===== config.mk =====
export PLATFORM = sky130hd
export DESIGN_NAME = paddle_controller_flat
export DESIGN_NICKNAME = d
export VERILOG_FILES = /design/src/rtl/paddle_controller_if.sv /design/src/rtl/paddle_controller.sv /design/src/flat_wrapper.sv
export SDC_FILE = /design/constraint.sdc
export NUM_CORES = 1
export LEC_CHECK = 0
export ABC_AREA = 1
export BUFFER_PORTS_ARGS = -buffer_cell sky130_fd_sc_hd__buf_2
export CAP_MARGIN = 20
export CORE_ASPECT_RATIO = 0.9
export CORE_MARGIN = 2
export CORE_UTILIZATION = 58
export CTS_CLUSTER_DIAMETER = 60
export DETAILED_ROUTE_END_ITERATION = 6
export GPL_ROUTABILITY_DRIVEN = 0
export PLACE_DENSITY = 0.8
export SLEW_MARGIN = 20
export SYNTH_ARGS = -nofsm -noshare
export SYNTH_HDL_FRONTEND = slang
export SYNTH_SLANG_ARGS = --single-unit

===== constraint.sdc =====
create_clock -name CLOCK_50 -period 2.5 [get_ports CLOCK_50]
set_input_delay 0.625 -clock CLOCK_50 [delete_from_list [all_inputs] [get_ports CLOCK_50]]
set_output_delay 0.625 -clock CLOCK_50 [all_outputs]
set_load 0.02 [all_outputs]

===== src/rtl/paddle_controller_if.sv =====
// Signal bundle between the paddle controller and its keyboard and render neighbours.
// The bundle has no valid/ready pair: inputs are level signals, and tick is a one-cycle strobe with no back-pressure.
interface paddle_controller_if;
   logic       gameClk;
   logic [6:0] inputBits;
   logic [9:0] leftPaddleY;
   logic [9:0] rightPaddleY;
   logic [1:0] speedLevel;
   logic [3:0] ballStep;
   logic       tick;

   modport master (
      output gameClk, inputBits,
      input  leftPaddleY, rightPaddleY, speedLevel, ballStep, tick
   );

   modport slave (
      input  gameClk, inputBits,
      output leftPaddleY, rightPaddleY, speedLevel, ballStep, tick
   );
endinterface


===== src/rtl/paddle_controller.sv =====
// Paddle controller: input synchronisers, speed-level FSM, and per-tick clamped paddle motion.
// Optional hold-to-accelerate behaviour is enabled by defining PADDLE_ACCEL_EN.
module paddle_controller #(
   parameter int SCREEN_H  = 480,
   parameter int PADDLE_H  = 80,
   parameter int Y_INIT    = 200,
   parameter int STEP_SLOW = 2,
   parameter int STEP_MID  = 4,
   parameter int STEP_FAST = 8
`ifdef PADDLE_ACCEL_EN
   ,
   parameter int ACCEL_TICKS = 16
`endif
) (
   input logic                CLOCK_50,
   input logic                resetN,
   paddle_controller_if.slave bus
);

   localparam logic [10:0] Y_MAX   = 11'(SCREEN_H - PADDLE_H);
   localparam logic [9:0]  Y_START = 10'(Y_INIT);

   typedef enum logic [1:0] {
      SPD_SLOW = 2'd0,
      SPD_MID  = 2'd1,
      SPD_FAST = 2'd2
   } speed_e;

   speed_e     r_state;
   speed_e     w_next_state;

   logic       r_gclk_s1, r_gclk_s2, r_gclk_s3;
   logic       r_tick;
   logic [6:0] r_in_s1, r_in_s2;
   logic [2:0] r_spd_d;
   logic [2:0] w_spd_rise;
   logic [3:0] r_ball_step;
   logic [9:0] r_left_y, r_right_y;
   logic [4:0] w_cur_step;
   logic [4:0] w_l_step, w_r_step;
   logic [9:0] w_left_new, w_right_new;
   logic       w_l_up, w_l_dn, w_r_up, w_r_dn;

   function automatic logic [3:0] step_of(input speed_e s);
      case (s)
         SPD_SLOW: step_of = 4'(STEP_SLOW);
         SPD_FAST: step_of = 4'(STEP_FAST);
         default:  step_of = 4'(STEP_MID);
      endcase
   endfunction

   // Widened to 11 bits so the down-move sum can never wrap before the clamp compare.
   function automatic logic [9:0] move_y(input logic [9:0] y, input logic up,
                                         input logic dn, input logic [4:0] step);
      logic [10:0] y_w, s_w, sum;
      y_w = {1'b0, y};
      s_w = {6'd0, step};
      sum = y_w + s_w;
      move_y = y;
      if (up && !dn) begin
         move_y = (y_w < s_w) ? 10'd0 : 10'(y_w - s_w);
      end else if (dn && !up) begin
         move_y = (sum > Y_MAX) ? 10'(Y_MAX) : 10'(sum);
      end
   endfunction

   assign w_l_up     = r_in_s2[6];
   assign w_l_dn     = r_in_s2[5];
   assign w_r_up     = r_in_s2[4];
   assign w_r_dn     = r_in_s2[3];
   assign w_spd_rise = r_in_s2[2:0] & ~r_spd_d;
   assign w_cur_step = {1'b0, step_of(r_state)};

   // Speed FSM state register.
   always_ff @(posedge CLOCK_50) begin
      if (!resetN) begin
         r_state <= SPD_MID;
      end else begin
         r_state <= w_next_state;
      end
   end

   // Edge priority: up over mid over down; held levels produce no edge.
   always_comb begin
      w_next_state = r_state;
      if (w_spd_rise[2]) begin
         case (r_state)
            SPD_SLOW: w_next_state = SPD_MID;
            default:  w_next_state = SPD_FAST;
         endcase
      end else if (w_spd_rise[1]) begin
         w_next_state = SPD_MID;
      end else if (w_spd_rise[0]) begin
         case (r_state)
            SPD_FAST: w_next_state = SPD_MID;
            default:  w_next_state = SPD_SLOW;
         endcase
      end
   end

`ifdef PADDLE_ACCEL_EN
   localparam logic [4:0] ACCEL_MAX = 5'(ACCEL_TICKS);

   logic [4:0] r_l_cnt, r_r_cnt;
   logic [1:0] r_l_dir, r_r_dir;
   logic [1:0] w_l_dir, w_r_dir;

   // A tick that starts a new direction is itself the first held tick of that run.
   function automatic logic [4:0] hold_next(input logic [1:0] dir, input logic [1:0] prev,
                                            input logic [4:0] cnt);
      if (dir == 2'd0) begin
         hold_next = 5'd0;
      end else if (dir != prev) begin
         hold_next = 5'd1;
      end else if (cnt >= ACCEL_MAX) begin
         hold_next = ACCEL_MAX;
      end else begin
         hold_next = cnt + 5'd1;
      end
   endfunction

   assign w_l_dir  = {w_l_dn & ~w_l_up, w_l_up & ~w_l_dn};
   assign w_r_dir  = {w_r_dn & ~w_r_up, w_r_up & ~w_r_dn};
   assign w_l_step = (r_l_cnt == ACCEL_MAX) ? {w_cur_step[3:0], 1'b0} : w_cur_step;
   assign w_r_step = (r_r_cnt == ACCEL_MAX) ? {w_cur_step[3:0], 1'b0} : w_cur_step;

   always_ff @(posedge CLOCK_50) begin
      if (!resetN) begin
         r_l_cnt <= 5'd0;
         r_r_cnt <= 5'd0;
         r_l_dir <= 2'd0;
         r_r_dir <= 2'd0;
      end else if (r_tick) begin
         r_l_cnt <= hold_next(w_l_dir, r_l_dir, r_l_cnt);
         r_r_cnt <= hold_next(w_r_dir, r_r_dir, r_r_cnt);
         r_l_dir <= w_l_dir;
         r_r_dir <= w_r_dir;
      end
   end
`else
   assign w_l_step = w_cur_step;
   assign w_r_step = w_cur_step;
`endif

   assign w_left_new  = move_y(r_left_y, w_l_up, w_l_dn, w_l_step);
   assign w_right_new = move_y(r_right_y, w_r_up, w_r_dn, w_r_step);

   always_ff @(posedge CLOCK_50) begin
      if (!resetN) begin
         r_gclk_s1   <= 1'b0;
         r_gclk_s2   <= 1'b0;
         r_gclk_s3   <= 1'b0;
         r_tick      <= 1'b0;
         r_in_s1     <= 7'd0;
         r_in_s2     <= 7'd0;
         r_spd_d     <= 3'd0;
         r_ball_step <= 4'(STEP_MID);
         r_left_y    <= Y_START;
         r_right_y   <= Y_START;
      end else begin
         r_gclk_s1   <= bus.gameClk;
         r_gclk_s2   <= r_gclk_s1;
         r_gclk_s3   <= r_gclk_s2;
         r_tick      <= r_gclk_s2 & ~r_gclk_s3;
         r_in_s1     <= bus.inputBits;
         r_in_s2     <= r_in_s1;
         r_spd_d     <= r_in_s2[2:0];
         r_ball_step <= step_of(w_next_state);
         // Move uses the step of the current state even if the speed changes this cycle.
         if (r_tick) begin
            r_left_y  <= w_left_new;
            r_right_y <= w_right_new;
         end
      end
   end

   assign bus.leftPaddleY  = r_left_y;
   assign bus.rightPaddleY = r_right_y;
   assign bus.speedLevel   = r_state;
   assign bus.ballStep     = r_ball_step;
   assign bus.tick         = r_tick;

endmodule


===== src/flat_wrapper.sv =====
// flat-port wrapper written by rule: the top's interface ports become plain ports
module paddle_controller_flat 
#(
   parameter int SCREEN_H  = 480,
   parameter int PADDLE_H  = 80,
   parameter int Y_INIT    = 200,
   parameter int STEP_SLOW = 2,
   parameter int STEP_MID  = 4,
   parameter int STEP_FAST = 8

)
  (CLOCK_50, resetN, bus_gameClk, bus_inputBits, bus_leftPaddleY, bus_rightPaddleY, bus_speedLevel, bus_ballStep, bus_tick);
  paddle_controller_if bus_i ();
  input logic CLOCK_50;
  input logic resetN;
  input wire logic [$bits(bus_i.gameClk)-1:0] bus_gameClk;
  input wire logic [$bits(bus_i.inputBits)-1:0] bus_inputBits;
  output wire logic [$bits(bus_i.leftPaddleY)-1:0] bus_leftPaddleY;
  output wire logic [$bits(bus_i.rightPaddleY)-1:0] bus_rightPaddleY;
  output wire logic [$bits(bus_i.speedLevel)-1:0] bus_speedLevel;
  output wire logic [$bits(bus_i.ballStep)-1:0] bus_ballStep;
  output wire logic [$bits(bus_i.tick)-1:0] bus_tick;
  assign bus_i.gameClk = bus_gameClk;
  assign bus_i.inputBits = bus_inputBits;
  assign bus_leftPaddleY = bus_i.leftPaddleY;
  assign bus_rightPaddleY = bus_i.rightPaddleY;
  assign bus_speedLevel = bus_i.speedLevel;
  assign bus_ballStep = bus_i.ballStep;
  assign bus_tick = bus_i.tick;
  paddle_controller #(.SCREEN_H(SCREEN_H), .PADDLE_H(PADDLE_H), .Y_INIT(Y_INIT), .STEP_SLOW(STEP_SLOW), .STEP_MID(STEP_MID), .STEP_FAST(STEP_FAST)) u_core (.CLOCK_50(CLOCK_50), .resetN(resetN), .bus(bus_i));
endmodule

After elaboration in Yosys (flattened, before gate mapping) --
Cells that the tools add are included.
Word-level totals: input bits 10, register bits 47
Operators by class: order comparisons 4, equality and inequality tests 2, reduce and logical (&&, ||, !) cells 14, bitwise operators 4, $add $sub $neg 4, muxes and demuxes 15
Operator list (number):
- $mux 10 | 8
- $add 10x4->11 | 2
- $gt 11x9->1 const B | 2
- $lt 10x4->1 | 2
- $sub 10x4->10 | 2
- $pmux 4 s2 | 2
- $mux 2 | 4
- $eq 2x2->1 const B | 2
- $logic_and 1x1->1 | 4
- $logic_not 1->1 | 4
- $logic_not 2->1 | 2
- $reduce_and 2->1 | 2
- $reduce_bool 2->1 | 2
- $and 3x3->3 | 1
- $not 3->3 | 1
- $and 1x1->1 | 1
- $mux 1 | 1
- $not 1->1 | 1

Depth between registers and ports, before layout --
depth after elaboration 7, mapped depth 17, depth with buffers taken out 17

Worst setup path before layout --
No wires, ideal clock.
kind register -> register, start reg u_core.bus.ballStep[2] (netlist name), end reg u_core.r_left_y[1], in the netlist u_core.bus.leftPaddleY[1], setup slack 0.201 ns, data required time 2.378 ns, arrival time 2.177 ns, stages on the path, launching flop included 16, library setup time 0.122 ns, cells stage by stage dfxtp_1 nor2_1 ha_1 fa_1 nand2_1 nand2_1 nand2_2 inv_2 nand3_2 nand2_1 nor2_2 nand2_2 nand2_2 nand2_2 nand2_1 a21oi_2
RTL lines:
- to (signal assigned) | RTL line paddle_controller.sv:171 | r_left_y <= w_left_new;
- to (decl) | RTL line paddle_controller.sv:38 | logic [9:0] r_left_y, r_right_y;

Worst setup path after layout --
start reg u_core.r_state[1], in the netlist u_core.bus.speedLevel[1], end reg u_core.r_left_y[6], in the netlist u_core.bus.leftPaddleY[6]
On the way: longest elaborated chain between the ends 7
RTL lines:
- from (decl) | RTL line paddle_controller.sv:29 | speed_e r_state;
- from (signal assigned) | RTL line paddle_controller.sv:79 | r_state <= w_next_state;
- $eq 2x2->1 / $logic_not 2->1 (equally long branches) | RTL line paddle_controller.sv:45 | case (s)
- $pmux 4 s2 * | RTL line paddle_controller.sv:45
- $add 10x4->11 | RTL line paddle_controller.sv:58 | sum = y_w + s_w;
- $gt 11x9->1 | RTL line paddle_controller.sv:63 | move_y = (sum > Y_MAX) ? 10'(Y_MAX) : 10'(sum);
- $mux 10 | RTL line paddle_controller.sv:63
- $mux 10 | RTL line paddle_controller.sv:62 | end else if (dn && !up) begin
- $mux 10 * | RTL line paddle_controller.sv:60 | if (up && !dn) begin
Every way passes the cells marked *; elsewhere a longest branch is shown, timed or not. The select of a mux whose other input is x is not followed. A chain may end at the register's enable or synchronous reset.

==> results.ini <==
[critical_path]
path_cells=nor2_2 > ha_1 > fa_1 > nor2_1 > nand2_1 > nand3_1 > nand3_1 > nand2_2 > nand2_2 > o21ai_1 > nand2_1 > nand2_1
cp-end-kind=flop
path_class=flop to flop
crit_top_cell=nand2_1
path_buf_inv=0
critPathMaxStageDelay_ps=460
slowest_stage=fa_1
cp_data_arrival_time_ps=2550
cp_top_family=simple AND/OR/NAND/NOR gates
path_max_fanout=5
cp-start-kind=flop
required_ps=2740

[clock_tree]
post_cts_resized=0
cts-root-to-sink-buffers=2
numCtsBuffers=5
postCtsSetupBuffers=0
cts_htree_levels=2
clock_sinks=43
path_clk_slew_ps=90
cts_hold_buf=0
clk_latency_ps=300
clock_tree.root_cell=clkbuf_8
cts_tree=done

[cells_and_area]
postLayoutCoreUtil_pct=68.98
area_growth_pct=12.97
final_cell_mix=nand2_1 (108), inv_1 (62), dfxtp_1 (43)
nets=476
final_common_cell=nand2_1
insertedDiodeCount=0
drive_above_1_share_pct=20.27

[sta]
post-route-min-period_ps=2306
fmaxAchievable_mhz=433.6
finalClockSkew_ps=9.803
hold_violations=0
drv_slew=0
fin_crit_sh_pct=92.26
rsz0062_at_grt=false
setup_viol=0
tns_ps=0

[route]
drc_errors=0
vias=2730
wl_um=6369
wire_per_inst_um=12.46
first_pass_iters=5
ant_nets=0
drt-initial-drc-count=283
viasPerCell=5.342

[pwr]
vdd_ir_drop_max_mv=0.5241
p_leak_uw=0.001674
power.density_nw_per_um2=499.3
finalPower_uw=1556

[placement]
dp_hpwl_um=4849
portBuffers=33

[die]
fp.dieArea_um2=5325
start_util_pct=61.06
coreArea_um2=4518
top_level_ports=37
fp.dieW_um=76.70
num_rows=23
die_height_um=69.43

[job]
cap_violations=0

[synth]
yosysSeqAreaShare_pct=31.20
synth_area_per_cell_um2=6.664
yosysTopAreaCellShare_pct=31.20
synth_area_leaders=dfxtp_1 (31%), nand2_1 (15%), inv_1 (8.4%)
syn_area_um2=2759
yosysTopAreaCell=dfxtp_1
syn_inst=414
synth.distinct_cells=31
yosys_warnings=0
ys_ff_latch=43

[grt]
grt_max_degree=28
grtUsageTotal_pct=24.22
grt_pass1_vias=2403
antenna_found_initial=0
gr-total-overflow=0
grt_pass1_wl_um=10650

[status]
status=finished clean

[hold_path]
hold_path_class=flop to flop

[metrics by stage]
stage          setup WS [ps]  area [µm²]  hold slack [ps]  std cells
5_1_grt                26.05        3117            388.5        511
3_5_place_dp           188.3        2972            372.7        503
2_1_floorplan          200.8        2766            368.0        416
6_report               193.5        3117            386.6        511
3_3_place_gp           239.0        2972            369.7        503
4_1_cts                147.5        3112            387.4        511
[area by class of cell]
type | instances | area, µm²
Multi-Input combinational cell | 289 | 1569
Fill cell | 415 | 1401
Sequential cell | 43 | 860.8
Inverter | 71 | 266.5
Timing Repair Buffer | 38 | 202.7
Tap cell | 62 | 77.57
Clock inverter | 3 | 71.32
Clock buffer | 5 | 68.82
[final timing paths]
path | start | endpoint | slack, ps | cells past startpoint
worst max-delay path | u_core.bus.speedLevel[1] | u_core.bus.leftPaddleY[6] | 190 | 12
worst min-delay path | u_core.r_gclk_s3 | u_core.bus.tick | 390 | 1
worst max register to register | u_core.bus.speedLevel[1] | u_core.bus.leftPaddleY[6] | 190 | 12
worst min register to register | u_core.r_gclk_s3 | u_core.bus.tick | 390 | 1
[registers in the layout, summed over array words and instances (netlist names)]
register                 count
u_core.bus.tick              1
u_core.bus.speedLevel        1
u_core.bus.rightPaddleY      9
u_core.r_gclk_s1             1
u_core.r_gclk_s2             1
u_core.r_in_s1               7
u_core.r_spd_d               3
u_core.r_gclk_s3             1
u_core.bus.leftPaddleY       9
u_core.bus.ballStep          3
u_core.r_in_s2               7
[power by group]
| part | switching (µW) | internal, µW |
|---|---|---|
| clock network | 260 | 406 |
| logic | 111 | 59.6 |
| registers | 13.6 | 706 |
| total | 385 | 1170 |
[logic make-up after synthesis]
| family | share of synthesized area, % |
|---|---|
| AO/OA/AOI/OAI | 11.02 |
| XOR/XNOR | 1.587 |
| adder cells (fa/ha/maj) | 9.252 |
| buffers and inverters | 12.38 |
| flip-flops | 31.20 |
| other | 0.1359 |
| AND/OR/NAND/NOR | 34.42 |
[metal layers]
layer	vias up	track usage (%)	part of all wire, %
met2	134	38.40	44
met3	17	4.036	7.6
met4	0	5.657	1.3
li1	1368	-	-
met1	1211	34.51	47
met5	-	0	0
[cells in the mapped netlist (all sizes together)]
| cell | number |
|---|---|
| o22ai | 1 |
| a221oi | 1 |
| nor3b | 1 |
| clkbuf | 4 |
| nand4 | 5 |
| nor2 | 25 |
| nor4 | 2 |
| nand2 | 127 |
| or2 | 4 |
| xor2 | 5 |
| nand3 | 39 |
| dfxtp | 43 |
| o31ai | 1 |
| a31oi | 4 |
| fa | 4 |
| inv | 71 |
| conb | 1 |
| o21ai | 23 |
| buf | 9 |
| a21oi | 23 |
| ha | 14 |
| nor3 | 7 |
(Power assumes the default switching activity.)
